[src/rtl/serial_subtractor_pkg.sv]
// Shared types and helpers for the bit-serial subtractor.
// FSM state encoding and the counter-width function.
package serial_subtractor_pkg;

  typedef enum logic [1:0] {
    IDLE = 2'd0,
    RUN  = 2'd1,
    DONE = 2'd2
  } state_e;

  function automatic int clog2(input int n);
    int r;
    r = 0;
    while ((1 << r) < n) r++;
    if (r == 0) r = 1;
    return r;
  endfunction

endpackage

[src/rtl/serial_subtractor_fa.sv]
// 1-bit full adder cell used by the serial datapath.
// Pure combinational sum and carry-out.
module FA (
  input  logic A,
  input  logic B,
  input  logic Cin,
  output logic S,
  output logic Cout
);

  assign S    = A ^ B ^ Cin;
  assign Cout = (A & B) | (A & Cin) | (B & Cin);

endmodule

[src/rtl/serial_subtractor.sv]
// Bit-serial two's-complement subtractor, D = A - B, LSB first.
// One full-adder cell; B is inverted and the carry seeded with 1.
module serial_subtractor
  import serial_subtractor_pkg::*;
#(
  parameter int WIDTH = 4
) (
  input  logic             clk,
  input  logic             rst_n,
  input  logic             start,
  input  logic [WIDTH-1:0] A,
  input  logic [WIDTH-1:0] B,
  output logic             busy,
  output logic             done,
  output logic [WIDTH-1:0] D,
  output logic             borrow,
  output logic             ovf
);

  localparam int CW = clog2(WIDTH);

  state_e           state_q, state_d;
  logic [WIDTH-1:0] a_q, a_d;
  logic [WIDTH-1:0] b_q, b_d;
  logic [WIDTH-1:0] res_q, res_d;
  logic [WIDTH-1:0] dout_q, dout_d;
  logic [CW-1:0]    cnt_q, cnt_d;
  logic             carry_q, carry_d;
  logic             amsb_q, amsb_d;
  logic             bmsb_q, bmsb_d;
  logic             borrow_q, borrow_d;
  logic             ovf_q, ovf_d;

  logic b_inv;
  logic sum;
  logic cout;

  assign b_inv = ~b_q[0];

  FA u_fa (
    .A   (a_q[0]),
    .B   (b_inv),
    .Cin (carry_q),
    .S   (sum),
    .Cout(cout)
  );

  always_comb begin
    state_d  = state_q;
    a_d      = a_q;
    b_d      = b_q;
    res_d    = res_q;
    dout_d   = dout_q;
    cnt_d    = cnt_q;
    carry_d  = carry_q;
    amsb_d   = amsb_q;
    bmsb_d   = bmsb_q;
    borrow_d = borrow_q;
    ovf_d    = ovf_q;
    unique case (state_q)
      IDLE, DONE: begin
        if (start) begin
          state_d = RUN;
          a_d     = A;
          b_d     = B;
          amsb_d  = A[WIDTH-1];
          bmsb_d  = B[WIDTH-1];
          carry_d = 1'b1;
          cnt_d   = '0;
        end else begin
          state_d = IDLE;
        end
      end
      RUN: begin
        carry_d = cout;
        res_d   = {sum, res_q[WIDTH-1:1]};
        a_d     = a_q >> 1;
        b_d     = b_q >> 1;
        cnt_d   = cnt_q + CW'(1);
        // last bit: publish results so they are valid during DONE
        if (cnt_q == CW'(WIDTH - 1)) begin
          state_d  = DONE;
          dout_d   = {sum, res_q[WIDTH-1:1]};
          borrow_d = ~cout;
          ovf_d    = (amsb_q != bmsb_q) && (sum != amsb_q);
        end
      end
      default: state_d = IDLE;
    endcase
  end

  always_ff @(posedge clk) begin
    if (!rst_n) begin
      state_q  <= IDLE;
      a_q      <= '0;
      b_q      <= '0;
      res_q    <= '0;
      dout_q   <= '0;
      cnt_q    <= '0;
      carry_q  <= 1'b0;
      amsb_q   <= 1'b0;
      bmsb_q   <= 1'b0;
      borrow_q <= 1'b0;
      ovf_q    <= 1'b0;
    end else begin
      state_q  <= state_d;
      a_q      <= a_d;
      b_q      <= b_d;
      res_q    <= res_d;
      dout_q   <= dout_d;
      cnt_q    <= cnt_d;
      carry_q  <= carry_d;
      amsb_q   <= amsb_d;
      bmsb_q   <= bmsb_d;
      borrow_q <= borrow_d;
      ovf_q    <= ovf_d;
    end
  end

  assign busy   = (state_q == RUN);
  assign done   = (state_q == DONE);
  assign D      = dout_q;
  assign borrow = borrow_q;
  assign ovf    = ovf_q;

endmodule
[config.mk]
export PLATFORM = sky130hd
export DESIGN_NAME = serial_subtractor
export DESIGN_NICKNAME = d
export VERILOG_FILES = /design/src/rtl/serial_subtractor_pkg.sv /design/src/rtl/serial_subtractor_fa.sv /design/src/rtl/serial_subtractor.sv
export SDC_FILE = /design/constraint.sdc
export NUM_CORES = 1
export LEC_CHECK = 0
export CAP_MARGIN = 20
export CORE_MARGIN = 3
export CORE_UTILIZATION = 49
export DETAILED_ROUTE_END_ITERATION = 10
export GPL_ROUTABILITY_DRIVEN = 0
export PLACE_DENSITY_LB_ADDON = 0.15
export SETUP_SLACK_MARGIN = 0.1
export SYNTH_ARGS = -nofsm -noshare
export SYNTH_HDL_FRONTEND = slang
export SYNTH_SLANG_ARGS = --single-unit
export TNS_END_PERCENT = 5
[constraint.sdc]
create_clock -name clk -period 1.95 [get_ports clk]
set_input_delay 0.2925 -clock clk [delete_from_list [all_inputs] [get_ports clk]]
set_output_delay 0.2925 -clock clk [all_outputs]
set_load 0.03 [all_outputs]
=== After elaboration in Yosys (flattened, before gate mapping) ===
Index checks and enable logic that the tools add are counted.

* Input port bits: 11
* Logic and storage cells: 46
* Output and inout port bits: 8
* Register bits after elaboration: 25

* Multiplexer cells: 11
* Add/sub/neg operators: 1
* Bitwise logic cells: 9
* Eq/ne operators: 7
* Reductions and logical operators: 7

{| class="wikitable"
|+ Operators by type and width
! cell !! number
|-
| 4-bit one-hot mux with 2 select lines || 2
|-
| 4-bit 2-to-1 mux || 2
|-
| 2-bit one-hot mux with 2 select lines || 2
|-
| 2-bit AND reduction || 3
|-
| 2-bit equality test, second input constant || 2
|-
| 2-bit 2-to-1 mux || 2
|-
| 1-bit bitwise AND || 3
|-
| 2-bit by 1-bit adder with 2-bit output, second input constant || 1
|-
| 2-bit by 1-bit equality test with 1-bit output, second input constant || 1
|-
| 2-bit logical NOT || 1
|-
| 1-bit 2-to-1 mux || 2
|-
| 1-bit inequality test || 2
|-
| 2-bit by 1-bit inequality test with 1-bit output, second input constant || 1
|-
| 2-bit inequality test, second input constant || 1
|-
| 1-bit inverter || 2
|-
| 1-bit bitwise OR || 2
|-
| 1-bit one-hot mux with 2 select lines || 1
|-
| 2-bit nonzero test || 1
|-
| 2-bit OR reduction || 1
|-
| 1-bit bitwise XOR || 2
|-
| 1-bit logical AND || 1
|}

=== Depth between registers and ports, before layout ===
Gate-level depths: netlist of run 1.

* Word-level depth: 5
* Depth in mapped cells: 5
* Depth with buffers taken out: 4

=== By module ===
Synthesis of run 1 repeated with hierarchy kept, for this count alone.

* Cell total of the unflattened synthesis: 115
* Area, all modules: 952.2 µm²

{| class="wikitable"
|+ By module, submodules not included
! module !! cells each !! seq. area each (µm²) !! area an instance (µm²) !! times used
|-
| serial_subtractor || 114 || 480.5 || 932.1 || 1
|-
| FA || 1 || 0.0 || 20.0 || 1
|}

=== Least setup slack after synthesis of run 1 ===
Ideal clock, no wire load.

* Kind: reg2reg
* Start point: reg b_q[0]
* End point: reg ovf_q, in the netlist ovf
* Cell stages (with the launch flop): 5
* Buffers on the path: 0
* Required time: 1876 ps
* Arrival: 1452 ps
* Path slack: 424 ps
* Period minus slack after synthesis: 1526 ps
* Setup time: 74 ps
* Cell sequence: dfxtp_1 > inv_1 > fa_1 > or3b_2 > a31oi_1

* Longest elaborated chain between the ends: 5

{| class="wikitable"
|+ RTL lines
! element !! RTL line !! text
|-
| start, declared || serial_subtractor.sv:24 || <nowiki>logic [WIDTH-1:0] b_q, b_d;</nowiki>
|-
| start signal, assigned || serial_subtractor.sv:96 || <nowiki>b_q <= '0;</nowiki>
|-
| start signal, assigned || serial_subtractor.sv:108 || <nowiki>b_q <= b_d;</nowiki>
|-
| 1-bit inverter || serial_subtractor.sv:38 || <nowiki>assign b_inv = ~b_q[0];</nowiki>
|-
| 1-bit bitwise XOR (2 in series) || serial_subtractor_fa.sv:11 || <nowiki>assign S = A ^ B ^ Cin;</nowiki>
|-
| named net sum || serial_subtractor.sv:35 || <nowiki>logic sum;</nowiki>
|-
| 1-bit inequality test || serial_subtractor.sv:85 || <nowiki>ovf_d = (amsb_q != bmsb_q) && (sum != amsb_q);</nowiki>
|-
| 1-bit logical AND || serial_subtractor.sv:85 ||
|-
| end signal, assigned || serial_subtractor.sv:116 || <nowiki>ovf_q <= ovf_d;</nowiki>
|-
| end, declared || serial_subtractor.sv:32 || <nowiki>logic ovf_q, ovf_d;</nowiki>
|}

The timed path passes the listed nets, and every way through them passes these cells.
A chain may end at the register's enable or synchronous reset.

=== Final worst setup path of run 1 ===
* Start point: reg state_q[0]
* End point: out busy

* Longest elaborated chain between the ends: 1

{| class="wikitable"
|+ RTL lines
! element !! RTL line !! text
|-
| start, declared || serial_subtractor.sv:22 || <nowiki>state_e state_q, state_d;</nowiki>
|-
| start signal, assigned || serial_subtractor.sv:106 || <nowiki>state_q <= state_d;</nowiki>
|-
| 2-bit by 1-bit equality test with 1-bit output || serial_subtractor.sv:120 || <nowiki>assign busy = (state_q == RUN);</nowiki>
|-
| end, declared || serial_subtractor.sv:13 || <nowiki>output logic busy,</nowiki>
|}

No other way between the ends.

==> flow_summary.rst, run 1 <==
.. list-table::
   :header-rows: 1

   * - Metric
     - Value
   * - Run status
     - complete, no violations
   * - Crit path kind
     - reg2out
   * - Buffer levels on the longest clock path
     - 2
   * - Int Pwr
     - 0.784 mW
   * - Placed cell area
     - 1150 um^2
   * - Hold slack
     - 462 ps
   * - Half-perimeter wire length after detailed placement
     - 1.29 mm
   * - Post-synthesis compound-gate area fraction
     - 0.178
   * - Post-Synthesis Net Count
     - 127
   * - Buffers on Ports
     - 18
   * - Crit. path cell count
     - 3
   * - Number of antenna diodes
     - 0
   * - Full die area
     - 2510 um^2
   * - Worst path top cell family by delay
     - buffers and inverters
   * - Flop2flop setup slack
     - 350 ps
   * - Iteration-0 DRC Markers
     - 17
   * - Warnings from Yosys
     - 0
   * - Power per standard cell area
     - 845 nW/um^2
   * - Pin count of the biggest net entering global routing
     - 22
   * - Slowest stage cell on the critical path
     - dfxtp_1
   * - Count of maximum capacitance violations
     - 0
   * - Root Driver
     - clkbuf_4
   * - Critical Path End Type
     - output pin
   * - First-pass GRT wire length
     - 3.22 mm
   * - Simple-gate area share of the yosys netlist
     - 0.234
   * - Post-route cell area
     - 1200 um^2
   * - DRC Markers
     - 0
   * - Element type at the critical path start
     - flip-flop
   * - Area overhead of the layout relative to synthesis
     - 26.6%
   * - Number of buffer and inverter instances along the worst setup path
     - 2
   * - Sequential fraction of design power
     - 0.525
   * - WP data required
     - 1660 ps
   * - Clock transition at the register clock pins on the worst setup and hold paths after CTS
     - 130 ps
   * - Fin. max-slew vios
     - 0
   * - Area inside the core boundary
     - 1780 um^2
   * - Clock buffers created by TritonCTS
     - 3
   * - TritonCTS sink count
     - 24
   * - Multiplexer share of the synthesized area
     - 0
   * - Combinational share of power
     - 0.125
   * - Remaining max-slew budget at the tightest pin
     - 0.659
   * - Longest individual stage delay on the worst path
     - 430 ps
   * - Final Hold Vio Count
     - 0
   * - Shortest period the worst path allows
     - 1680 ps
   * - Num ports
     - 19
   * - GRT Util Overall
     - 0.167
   * - Overall power consumption
     - 1.02 mW
   * - Maximum fanout count along the critical path
     - 7
   * - Post-synth cell types
     - 24
   * - WL per Instance
     - 11.6 um
   * - Vias in the first global route
     - 777
   * - Sw Pwr
     - 0.234 mW
   * - Share of the yosys chip area belonging to registers
     - 0.505
   * - FMAX
     - 0.597 GHz
   * - XOR/XNOR Fraction of Synth Area
     - 0
   * - Leak
     - 0.460 nW
   * - Synthesized area
     - 951 um^2
   * - Share of the clock period used by the worst path after layout
     - 0.859
   * - Per-instance average area after synthesis
     - 8.34 um^2
   * - Synthesized flop and latch total
     - 24
   * - Number of vias in the routed layout
     - 825
   * - Clock network power share
     - 0.350
   * - Commonest non-fill, non-tap cell in the layout
     - nand2_1
   * - Commonest cells after routing, fill and taps aside
     - nand2_1 (31), dfxtp_1 (24), clkdlybuf4s50_1 (16)
   * - Net Sw Frac
     - 0.230
   * - R2r worst-path depth
     - 4
   * - Fraction of post-synthesis cell area in the top cell type by area
     - 0.505
   * - Number of rows created at floorplan
     - 15
   * - Number of nets still failing antenna checks after routing
     - 0
   * - Synth area leader
     - dfxtp_1
   * - Filler cell count
     - 150
   * - Number of levels the H-tree was split into
     - 1
   * - Router iterations before antenna repair
     - 5
   * - Path category of the worst min-delay check
     - reg2reg
   * - DIE WIDTH
     - 50.1 um
   * - RSZ-0062 raised after global routing
     - false
   * - Transition at the pin with the smallest max-transition slack
     - 511 ps
   * - Via-to-Cell Ratio
     - 5.22
   * - Instance count of the mapped netlist
     - 114
   * - TritonCTS clock tree
     - built
   * - Share of cells above drive strength 1
     - 0.0827
   * - Largest family of logic cells by synthesized area
     - simple AND/OR/NAND/NOR gates
   * - Main area contributors after synthesis
     - dfxtp_1 (51%), nand2_1 (12%), a21oi_1 (6.8%), a31oi_1 (4.6%), o21ai_0 (3.2%)
   * - Count of final setup violators
     - 0
   * - Adder-Cell Fraction of Synth Area
     - 0.0342
   * - Antenna violations before repair
     - 0
   * - Arrival time at the worst endpoint
     - 1380 ps
   * - Clock skew
     - 7.48 ps
   * - IR Drop Worst-Case VDD
     - 0.440 mV
   * - Routed wire length
     - 1.83 mm
   * - Hold Path Stages
     - 2
   * - Total Nets Final
     - 147
   * - Cells along the critical path
     - nand2b_1 -> inv_2 -> dlygate4sd2_1
   * - Grt total ovfl
     - 0
   * - Insertion delay of the later-clocked pin in the worst-skew pair
     - 310 ps
   * - Vertical extent of the die
     - 50.1 um
   * - Starting density of the core
     - 0.533
   * - Sum Neg Setup Slack
     - 0 ps
-- worst paths after layout --
path | start | endpoint
worst max register to register | b_q[0]$_SDFFE_PN0P_ | ovf$_SDFFE_PN0P_
worst min-delay path | D[0]$_SDFFE_PN0P_ | D[0]$_SDFFE_PN0P_
worst min register to register | D[0]$_SDFFE_PN0P_ | D[0]$_SDFFE_PN0P_
worst max-delay path | state_q[0]$_SDFFE_PN0P_ | busy
-- routing by layer --
layer  global-route usage  share of wire  routed length [um]  vias up
met5                    0              0                   0        -
met4               0.0829         0.0093                  17        0
met1                0.200           0.48                 873      386
li1                     -              -                   -      420
met2                0.276           0.46                 851       15
met3               0.0363          0.048                  88        4
-- power by group through the flow --
| stage | registers, mW | clock network, mW | logic, mW |
|---|---|---|---|
| detailed placement | 0.545 | 0 | 0.128 |
| finish | 0.535 | 0.356 | 0.127 |
| global placement | 0.544 | 0 | 0.127 |
| global route | 0.540 | 0.388 | 0.143 |
| floorplan | 0.541 | 0 | 0.0857 |
| CTS | 0.534 | 0.362 | 0.127 |
-- sequential cells by signal, indices dropped and copies added, names as in the netlist --
| register | cells |
|---|---|
| D | 4 |
| a_q | 4 |
| b_q | 4 |
| res_q | 3 |
| cnt_q | 2 |
| state_q | 2 |
| amsb_q | 1 |
| bmsb_q | 1 |
| borrow | 1 |
| carry_q | 1 |
| ovf | 1 |
-- logic make-up (layout without fill, tap and decap cells) --
kind of cell,Yosys count,in the layout
flip-flops,24,24
adder cells (fa/ha/maj),2,2
buffers and inverters,9,28
AO/OA/AOI/OAI,30,30
AND/OR/NAND/NOR,49,49
-- cell type report --
class	count	area (um^2)	area share
Tap cell	25	31.3	0.0260
Clock inverter	1	30.0	0.0249
Inverter	3	11.3	0.00936
Clock buffer	3	22.5	0.0187
Timing Repair Buffer	21	204	0.169
Multi-Input combinational cell	81	424	0.352
Sequential cell	24	480	0.399
-- stage by stage --
| stage | setup WS (ps) | std cells | utilization |
|---|---|---|---|
| floorplan | 424 | 114 | - |
| global placement | 394 | 154 | 0.645 |
| detailed placement | 373 | 154 | 0.645 |
| CTS | 155 | 158 | 0.674 |
| global route | 196 | 158 | 0.675 |
| finish | 275 | 158 | 0.675 |
-- cell usage after synthesis --
cell	n
clkbuf_2	1
nand2b_2	1
nand2_1	31
buf_4	2
nand3_1	4
nand2b_1	2
o21a_1	1
or3b_2	1
nand3b_1	2
a31oi_1	7
dfxtp_1	24
inv_2	1
and3b_1	1
a211oi_2	1
inv_1	2
o21ai_0	6
a21oi_1	13
nor2b_1	2
ha_1	1
o21ai_1	2
nor2_1	4
fa_1	1
buf_2	3
nor3_1	1
-- worst min-delay path, delay by kind of cell (launching register included) --
kind | cells | cell delay [ps]
AO/OA/AOI/OAI | 1 | 50
flip-flops | 1 | 330
AND/OR/NAND/NOR | 1 | 50
-- repair_timing --
action / in CTS / in global routing
setup buffers: 0 / 0
gates resized for setup: 1 / 1
pin swaps: 0 / 0
hold buffers: 0 / 0
endpoints found under the setup margin: 1 / 1
Note: power is estimated with default switching activity, not from simulation.
==> run 2: changes to the inputs <==
Settings changed: CTS_CLUSTER_SIZE set to 16.
==> results of run 2 <==
The final DEF is identical to that of run 1; final timing and power are the same.
==> run 3: changes to the inputs <==
Settings changed: PLACE_DENSITY set to 0.83, PLACE_DENSITY_LB_ADDON 0.15 to unset.
==> run 3 against run 2 <==
Net effect: total power is 9.9% lower; worst hold slack worse by 1.2 ps; maximum frequency is 6.0% lower; cell count is 0.63% lower; clock power is 28% lower; wire length is 0.22% higher; first-iteration DRC count is 47% lower; worst setup slack worse by 110 ps; critical path depth is 1 lower; register-to-register slack worse by 30 ps; critical endpoint is now done; largest power group unchanged; highest routed layer unchanged.
==> flow_summary.rst, run 3 (synthesis gave the netlist of run 1 again) <==
.. list-table::
   :header-rows: 1

   * - Metric
     - Value
   * - Antenna violations before repair
     - 0 (unchanged)
   * - Total Nets Final
     - 146 (-0.68%)
   * - Number of buffers inserted by hold repair at cts
     - 0 (unchanged)
   * - Maximum fanout count along the critical path
     - 4 (-3)
   * - Routed wire length
     - 1.84 mm (+0.22%)
   * - Element type at the critical path start
     - flip-flop
   * - Filler cell count
     - 156 (+4.0%)
   * - Shortest period the worst path allows
     - 1780 ps (+107 ps)
   * - Buffers on Ports
     - 18 (unchanged)
   * - Share of cells above drive strength 1
     - 0.0833 (+0.000627)
   * - Buffer levels on the longest clock path
     - 2 (unchanged)
   * - Number of buffers inserted by post-CTS setup repair
     - 0 (unchanged)
   * - Flop2flop setup slack
     - 320 ps (-30 ps)
   * - Met3 track demand over resource in global routing
     - 0.0363 (unchanged)
   * - Count of final setup violators
     - 0 (unchanged)
   * - Hold Path Stages
     - 2 (unchanged)
   * - DIE WIDTH
     - 50.1 um (unchanged)
   * - Area overhead of the layout relative to synthesis
     - 23.7%
   * - Crit path kind
     - reg2out
   * - PostCTS Resize Cnt
     - 0 (-1)
   * - RSZ-0062 raised after global routing
     - false
   * - Number of vias in the routed layout
     - 826 (+0.12%)
   * - Number of rows created at floorplan
     - 15 (unchanged)
   * - IR Drop Worst-Case VDD
     - 0.588 mV (+34%)
   * - Power per standard cell area
     - 779 nW/um^2 (-7.8%)
   * - Share of the clock period used by the worst path after layout
     - 0.914 (+0.0546)
   * - Root Driver
     - clkbuf_4
   * - M2 GR Usage
     - 0.276 (unchanged)
   * - Fin. max-slew vios
     - 0 (unchanged)
   * - Number of nets still failing antenna checks after routing
     - 0 (unchanged)
   * - TritonCTS clock tree
     - built
   * - Vertical extent of the die
     - 50.1 um (unchanged)
   * - Run status
     - complete, no violations
   * - Peak-usage layer in the global routing report
     - met2
   * - Commonest cells after routing, fill and taps aside
     - nand2_1 (31), dfxtp_1 (24), clkdlybuf4s50_1 (17)
   * - Pre-CTS setup slack
     - 358 ps (-15.3 ps)
   * - Sum Neg Setup Slack
     - 0 ps (unchanged)
   * - Clock buffers created by TritonCTS
     - 3 (unchanged)
   * - Iteration-0 DRC Markers
     - 9 (-8)
   * - Number of levels the H-tree was split into
     - 1 (unchanged)
   * - FMAX
     - 0.561 GHz (-6.0%)
   * - TritonCTS sink count
     - 24 (unchanged)
   * - Vias in the first global route
     - 765 (-1.5%)
   * - Final Hold Vio Count
     - 0 (unchanged)
   * - Area inside the core boundary
     - 1780 um^2 (unchanged)
   * - Starting density of the core
     - 0.533 (unchanged)
   * - GRT Util Overall
     - 0.172 (+0.00496)
   * - Path category of the worst min-delay check
     - reg2reg
   * - DRC Markers
     - 0 (unchanged)
   * - Remaining max-slew budget at the tightest pin
     - 0.658 (-0.000669)
   * - Number of antenna diodes
     - 0 (unchanged)
   * - Pin count of the biggest net entering global routing
     - 22 (unchanged)
   * - Num ports
     - 19 (unchanged)
   * - First-pass GRT wire length
     - 3.33 mm (+3.2%)
   * - Via-to-Cell Ratio
     - 5.26 (+0.76%)
   * - WL per Instance
     - 11.7 um (+0.86%)
   * - Hold slack
     - 461 ps (-1.17 ps)
   * - R2r worst-path depth
     - 4 (unchanged)
   * - Final core area utilization
     - 0.660 (-0.0154)
   * - Clock transition at the register clock pins on the worst setup and hold paths after CTS
     - 120 ps (about the same)
   * - Arrival time at the worst endpoint
     - 1490 ps (+110 ps)
   * - Leak
     - 0.428 nW (-7.0%)
   * - Half-perimeter wire length after detailed placement
     - 1.36 mm (+5.3%)
   * - WP data required
     - 1660 ps (about the same)
   * - Transition at the pin with the smallest max-transition slack
     - 512 ps (+1.00 ps)
   * - Met1 global-route usage
     - 0.226 (+0.0264)
   * - Full die area
     - 2510 um^2 (unchanged)
   * - Insertion delay of the later-clocked pin in the worst-skew pair
     - 310 ps (about the same)
   * - Critical Path End Type
     - output pin
   * - Final setup slack of the worst path
     - 168 ps (-107 ps)
   * - Grt total ovfl
     - 0 (unchanged)
   * - Router iterations before antenna repair
     - 4 (-1)
   * - Clock skew
     - 3.39 ps (-4.09 ps)
   * - Count of maximum capacitance violations
     - 0 (unchanged)
   * - Commonest non-fill, non-tap cell in the layout
     - nand2_1
run 3: worst max-delay path, cell delays in order (launching register included):
cell and delay, ps:
dfxtp_1 370, nor2b_1 140, clkdlybuf4s50_1 680
run 3: per-layer routing:
metal	vias to the layer above	wire length, um
li1	421	-
met1	388	850
met2	15	896
met3	2	72
met4	0	16
met5	-	0
run 3: final timing paths:
kind | from | endpoint
worst max register to register | b_q[0]$_SDFFE_PN0P_ | ovf$_SDFFE_PN0P_
worst max-delay path | state_q[1]$_SDFFE_PN0P_ | done
worst min register to register | D[3]$_SDFFE_PN0P_ | D[3]$_SDFFE_PN0P_
worst min-delay path | D[3]$_SDFFE_PN0P_ | D[3]$_SDFFE_PN0P_
run 3: cell type report:
cell class,instances,area [um^2],share of cell area
clock buffers,4,36.3,0.0309
repair buffers,20,193,0.164
multi-input cells,81,424,0.361
inverters,3,11.3,0.00957
well taps,25,31.3,0.0266
flip-flops and latches,24,480,0.409
run 3: metrics by stage:
stage               instance area, um^2  total power [mW]  std cells
finish                             1180             0.916        157
global route                       1180             0.961        157
CTS                                1180             0.925        157
detailed placement                 1140             0.672        153
global placement                   1140             0.666        153
floorplan                           951             0.627        114
run 3: power by group:
part / switching [mW] / internal (mW) / total [mW]
logic: 0.0687 / 0.0573 / 0.126
clock network: 0.142 / 0.114 / 0.256
registers: 0.0170 / 0.518 / 0.535
